## config.mk

```make
export PLATFORM = sky130hd
export DESIGN_NAME = pipeline_ctrl
export DESIGN_NICKNAME = d
export VERILOG_FILES = /design/src/rtl/pipe_ctrl_pkg.sv /design/src/rtl/hazard_cmp.sv /design/src/rtl/pipeline_ctrl.sv
export SDC_FILE = /design/constraint.sdc
export NUM_CORES = 1
export LEC_CHECK = 0
export BUFFER_PORTS_ARGS = -buffer_cell sky130_fd_sc_hd__buf_4
export CELL_PAD_IN_SITES_DETAIL_PLACEMENT = 1
export CELL_PAD_IN_SITES_GLOBAL_PLACEMENT = 2
export CORE_AREA = 2 2 74 94
export CTS_CLUSTER_SIZE = 28
export DETAILED_ROUTE_END_ITERATION = 8
export DIE_AREA = 0 0 76 96
export PLACE_DENSITY_LB_ADDON = 0.3
export SETUP_SLACK_MARGIN = 0.05
export SYNTH_ARGS = -nofsm -noshare
export SYNTH_HDL_FRONTEND = slang
export SYNTH_SLANG_ARGS = --single-unit
```

## constraint.sdc

```tcl
create_clock -name clk -period 3.3 [get_ports clk]
set_clock_uncertainty 0.05 [all_clocks]
set_input_delay 0.33 -clock clk [delete_from_list [all_inputs] [get_ports clk]]
set_output_delay 0.33 -clock clk [all_outputs]
set_load 0.03 [all_outputs]
```

## src/rtl/pipe_ctrl_pkg.sv

```systemverilog
// rtl/pipe_ctrl_pkg.sv - shared encodings and buffer-control bundle for the pipeline scheduler
package pipe_ctrl_pkg;

    typedef enum logic [1:0] {
        ST_RUN  = 2'd0,
        ST_MDU  = 2'd1,
        ST_HALT = 2'd2
    } state_e;

    localparam logic [4:0] REG_ZERO = 5'd0;

    typedef struct packed {
        logic go;
        logic clear;
    } buf_ctrl_t;

    typedef struct packed {
        logic      pc_go;
        buf_ctrl_t if_id;
        buf_ctrl_t id_exe;
        buf_ctrl_t exe_mem;
        buf_ctrl_t mem_wb;
    } pipe_ctrl_t;

    // Bit order: pc_go, {go,clear} for IF_ID, ID_EXE, EXE_MEM, MEM_WB
    localparam pipe_ctrl_t CTRL_RUN    = 9'b1_10_10_10_10;
    localparam pipe_ctrl_t CTRL_HOLD   = 9'b0_00_00_00_00;
    localparam pipe_ctrl_t CTRL_FLUSH  = 9'b1_11_11_10_10;
    localparam pipe_ctrl_t CTRL_MDU    = 9'b0_00_00_11_10;
    localparam pipe_ctrl_t CTRL_BUBBLE = 9'b0_00_11_10_10;

endpackage

```

## src/rtl/hazard_cmp.sv

```systemverilog
// rtl/hazard_cmp.sv - load-use hazard comparator between the ID instruction and a load in EXE
module hazard_cmp
    import pipe_ctrl_pkg::*;
(
    input  logic [4:0] id_rs,
    input  logic [4:0] id_rt,
    input  logic       id_uses_rs,
    input  logic       id_uses_rt,
    input  logic       exe_is_load,
    input  logic [4:0] exe_rd,
    output logic       hazard
);

    logic rs_hit;
    logic rt_hit;

    assign rs_hit = id_uses_rs && (id_rs == exe_rd);
    assign rt_hit = id_uses_rt && (id_rt == exe_rd);
    // Writes to $zero never produce a value, so they cannot create a dependency
    assign hazard = exe_is_load && (exe_rd != REG_ZERO) && (rs_hit || rt_hit);

endmodule

```

## src/rtl/pipeline_ctrl.sv

```systemverilog
// rtl/pipeline_ctrl.sv - stall/flush scheduler driving the inter-stage buffers and PC enable
module pipeline_ctrl
    import pipe_ctrl_pkg::*;
#(
    parameter int MDU_LAT = 4,
    parameter int CNT_W   = 16
) (
    input  logic             clk,
    input  logic             rst_n,
    input  logic [4:0]       id_rs,
    input  logic [4:0]       id_rt,
    input  logic             id_uses_rs,
    input  logic             id_uses_rt,
    input  logic             exe_is_load,
    input  logic [4:0]       exe_rd,
    input  logic             exe_branch_taken,
    input  logic             exe_mdu_start,
    input  logic             halt_req,
    input  logic             resume,
    output logic             pc_go,
    output logic             if_id_go,
    output logic             if_id_clear,
    output logic             id_exe_go,
    output logic             id_exe_clear,
    output logic             exe_mem_go,
    output logic             exe_mem_clear,
    output logic             mem_wb_go,
    output logic             halted,
    output logic [CNT_W-1:0] stall_cnt,
    output logic [CNT_W-1:0] flush_cnt
);

    localparam int MCNT_W = $clog2(MDU_LAT);
    localparam logic [MCNT_W-1:0] MDU_LOAD = MCNT_W'(MDU_LAT - 2);

    state_e            state_q, state_d;
    state_e            ret_q, ret_d;
    logic [MCNT_W-1:0] mdu_cnt_q, mdu_cnt_d;
    logic              halt_req_q;
    logic [CNT_W-1:0]  stall_cnt_q, flush_cnt_q;
    logic              load_use;
    logic              halt_edge;
    logic              flush_evt;
    logic              stall_evt;
    pipe_ctrl_t        ctrl;

    hazard_cmp u_hazard_cmp (
        .id_rs       (id_rs),
        .id_rt       (id_rt),
        .id_uses_rs  (id_uses_rs),
        .id_uses_rt  (id_uses_rt),
        .exe_is_load (exe_is_load),
        .exe_rd      (exe_rd),
        .hazard      (load_use)
    );

    assign halt_edge = halt_req && !halt_req_q;

    always_comb begin
        state_d   = state_q;
        ret_d     = ret_q;
        mdu_cnt_d = mdu_cnt_q;
        ctrl      = CTRL_RUN;
        flush_evt = 1'b0;
        case (state_q)
            ST_RUN: begin
                if (halt_edge) begin
                    ctrl    = CTRL_HOLD;
                    ret_d   = ST_RUN;
                    state_d = ST_HALT;
                end else if (exe_branch_taken) begin
                    ctrl      = CTRL_FLUSH;
                    flush_evt = 1'b1;
                end else if (exe_mdu_start) begin
                    ctrl      = CTRL_MDU;
                    mdu_cnt_d = MDU_LOAD;
                    state_d   = ST_MDU;
                end else if (load_use) begin
                    ctrl = CTRL_BUBBLE;
                end
            end
            ST_MDU: begin
                if (halt_edge) begin
                    ctrl    = CTRL_HOLD;
                    ret_d   = ST_MDU;
                    state_d = ST_HALT;
                end else if (mdu_cnt_q != '0) begin
                    ctrl      = CTRL_MDU;
                    mdu_cnt_d = mdu_cnt_q - MCNT_W'(1);
                end else begin
                    state_d = ST_RUN;
                end
            end
            ST_HALT: begin
                // mdu_cnt stays frozen so an interrupted op finishes its residency
                ctrl = CTRL_HOLD;
                if (resume) begin
                    state_d = ret_q;
                end
            end
            default: begin
                state_d = ST_RUN;
            end
        endcase
        if (!rst_n) begin
            ctrl      = CTRL_HOLD;
            flush_evt = 1'b0;
        end
    end

    assign stall_evt = (state_q != ST_HALT) && !ctrl.pc_go;

    always_ff @(posedge clk or negedge rst_n) begin
        if (!rst_n) begin
            state_q     <= ST_RUN;
            ret_q       <= ST_RUN;
            mdu_cnt_q   <= '0;
            halt_req_q  <= 1'b0;
            stall_cnt_q <= '0;
            flush_cnt_q <= '0;
        end else begin
            state_q    <= state_d;
            ret_q      <= ret_d;
            mdu_cnt_q  <= mdu_cnt_d;
            halt_req_q <= halt_req;
            if (stall_evt && (stall_cnt_q != '1)) begin
                stall_cnt_q <= stall_cnt_q + CNT_W'(1);
            end
            if (flush_evt && (flush_cnt_q != '1)) begin
                flush_cnt_q <= flush_cnt_q + CNT_W'(1);
            end
        end
    end

    assign pc_go         = ctrl.pc_go;
    assign if_id_go      = ctrl.if_id.go;
    assign if_id_clear   = ctrl.if_id.clear;
    assign id_exe_go     = ctrl.id_exe.go;
    assign id_exe_clear  = ctrl.id_exe.clear;
    assign exe_mem_go    = ctrl.exe_mem.go;
    assign exe_mem_clear = ctrl.exe_mem.clear;
    assign mem_wb_go     = ctrl.mem_wb.go;
    assign halted        = (state_q == ST_HALT);
    assign stall_cnt     = stall_cnt_q;
    assign flush_cnt     = flush_cnt_q;

endmodule
```

==> results_dict.tcl <==
set metrics [dict create \
    p_per_area_nw_per_um2 683 \
    grt_usage_pct 14.3 \
    nNetsFinal 298 \
    multi_input_area_sq_um 1020 \
    crit_start "mdu_cnt_q[0]" \
    synth_seq_cells 38 \
    syn_inst 204 \
    fmax_mhz 416 \
    antenna_found_initial 0 \
    crit_fanout 4 \
    p_sw_share_pct 38.9 \
    p_switching_uw 732 \
    worst-slew-pin-transition_ns 0.521 \
    regToRegStartpoint "stall_cnt[0]" \
    layout-drive-gt1-share_pct 33.1 \
    post_drt_via_cell_ratio 4.84 \
    rows 33 \
    wl_per_cell_microns 13.5 \
    combinationalPowerShare_pct 37.9 \
    dr_total_vias 1736 \
    grt-ovfl-total 0 \
    synth_area_sq_um 2060 \
    grt_pass1_wl_microns 8470 \
    cts_buffers 5 \
    clkSlewWorstSetupHoldPaths_ns 0.07 \
    place_area_sq_um 2610 \
    area_growth_pct 33.9 \
    status "completed" \
    async_flop_share_pct 100 \
    worstPathArrival_ns 2.03 \
    avgSynthCellArea_sq_um 10.1 \
    fill_cells 742 \
    drv_cap 0 \
    ir_drop_uv 314 \
    fin_crit_ns 2.41 \
    hold_viol 0 \
    cts_setup_buffers 0 \
    cts_buffer_depth 2 \
    grt_max_degree 40 \
    critPathLaunchType "flip-flop" \
    die_w_microns 76 \
    finalSetupViolations 0 \
    diodes 0 \
    htree_levels 2 \
    cts_tree "built" \
    die_y_microns 96 \
    hp-class "input port to flip-flop" \
    place.gp.congestion 0.739 \
    path_class "flip-flop to primary output" \
    pwr-share-clk_pct 25.2 \
    cts-root-buf "clkbuf_8" \
    finalCritPeriodShare_pct 72.9 \
    total_power_mw 1.88 \
    hold_path_startpoint "halt_req" \
    yosysSeqAreaShare_pct 46.2 \
    maxSlewHeadroom_pct 64.9 \
    yosysUniqueCellTypes 39 \
    dr.pass1.iters 4 \
    die-area_sq_um 7300 \
    finish.instance_area_sq_um 2760 \
    synth_ff_type "dfrtp_1" \
    regArea_sq_um 951 \
    rsz0062_at_grt "no" \
    tns_ns 0 \
    slew_viol_final 0 \
    ys_warn_count 0 \
    grt_pass1_vias 1832 \
    drc 0 \
    drt_iter0_drc 37 \
    synth_edf_count 0 \
    leakagePower_nw 1.40 \
    io_buffer_count 64 \
    ant_nets 0 \
    dp_hpwl_microns 3750 \
    utilization_pct 43.1 \
    coreArea_sq_um 6400 \
    clk_latency_ns 0.29 \
    routed_wirelength_microns 4860 \
    p_int_mw 1.15 \
    synthesis.nets 231 \
    num_io_pins 65 \
    critPathCaptureType "primary output" \
    start_util_pct 32.2 \
    cp.required_ns 2.92 \
    postCtsResizedCells 0 \
    clock-sinks 38 \
    p_seq_share_pct 36.9 \
]
## sequential cells by signal (all words and copies together) (netlist names)
signal      count
ret_q           1
mdu_cnt_q       2
halt_req_q      1
state_q         2
stall_cnt      16
flush_cnt      16
## layout by cell type (no fill, tap or decap), drive strengths merged, types with 3 or more instances in the layout
master | Yosys | routed
a21oi | 3 | 3
o21ai | 5 | 5
nand2 | 20 | 20
ha | 3 | 3
nor2 | 21 | 21
nor4 | 6 | 6
xnor2 | 22 | 22
nor3 | 8 | 8
nand4 | 9 | 9
xor2 | 18 | 18
nand3 | 13 | 13
dfrtp | 38 | 38
buf | 5 | 65
clkbuf | 1 | 5
inv | 11 | 11
## per-layer routing
| layer | share of wire (%) | track usage (%) | up-vias | wire [microns] |
|---|---|---|---|---|
| met5 | 0 | 0 | - | 0 |
| met4 | 1.6 | 5.00 | 0 | 80 |
| met3 | 6.2 | 3.66 | 6 | 303 |
| met2 | 50 | 25.7 | 53 | 2410 |
| met1 | 42 | 16.8 | 850 | 2060 |
| li1 | - | - | 827 | - |
## through the flow
step,hold slack [ns],instances,worst slack [ns]
2_1_floorplan,-0.0156,204,0.969
3_3_place_gp,0.0804,350,0.998
3_5_place_dp,0.0816,350,0.950
4_1_cts,0.110,359,0.875
5_1_grt,0.105,359,0.796
6_report,0.117,359,0.894
## repair_timing
action,in CTS,in global routing
hold endpoints to repair,1,0
endpoints found under the setup margin,0,0
hold buffers,1,0
## area by class of cell
cell class	count	area share, %
multi-input cells	149	37.0
flip-flops and latches	38	34.5
repair buffers	66	18.1
well taps	87	3.95
clock buffers	5	2.50
clock inverters	3	2.50
inverters	11	1.50
## cells in the mapped netlist, drive strengths merged (3+ instances only)
library cell | n | area [sq um]
o21ai | 5 | 25.0
buf | 5 | 42.5
nand2 | 20 | 75.1
nor2 | 21 | 88.8
dfrtp | 38 | 951
nor4 | 6 | 50.0
inv | 11 | 41.3
nand4 | 9 | 56.3
nor3 | 8 | 55.1
a21oi | 3 | 15.0
xor2 | 18 | 158
ha | 3 | 37.5
xnor2 | 22 | 193
nand3 | 13 | 70.1
## critical path: stages (launching register included)
cell	delay, ns
dfrtp_1	0.36
inv_1	0.05
ha_1	0.21
or4b_2	0.70
nand2_1	0.14
and2_1	0.13
buf_4	0.15
## worst paths after layout
path | end | slack (ns) | depth (start not counted)
worst max register to register | stall_cnt[1] | 0.97 | 6
worst max-delay path | exe_mem_clear | 0.89 | 6
worst min register to register | mdu_cnt_q[0] | 0.42 | 1
worst min-delay path | halt_req_q | 0.12 | 1
min in group asynchronous | ret_q[0] | 0.38 | 2
max in group asynchronous | mdu_cnt_q[1] | 2.15 | 3
## kinds of logic (layout without fill, tap and decap cells)
| logic type | count (synthesis) | count (layout) | share of synthesized area [%] |
|---|---|---|---|
| AND/OR/NAND/NOR | 89 | 89 | 23.7 |
| XOR/XNOR | 40 | 40 | 17.0 |
| flip-flops | 38 | 38 | 46.2 |
| buffers and inverters | 17 | 85 | 4.25 |
| AO/OA/AOI/OAI | 14 | 14 | 5.47 |
| adder cells (fa/ha/maj) | 3 | 3 | 1.82 |
| multiplexers | 3 | 3 | 1.58 |
## power by group through the flow
stage               Sequential [mW]  Combinational, mW  Clock, mW
finish                        0.694              0.713      0.475
global route                  0.716              0.780      0.513
CTS                           0.697              0.728      0.489
detailed placement            0.705              0.725          0
global placement              0.701              0.711          0
floorplan                     0.802              0.369          0
No activity file was read; power rests on OpenSTA's default activity.
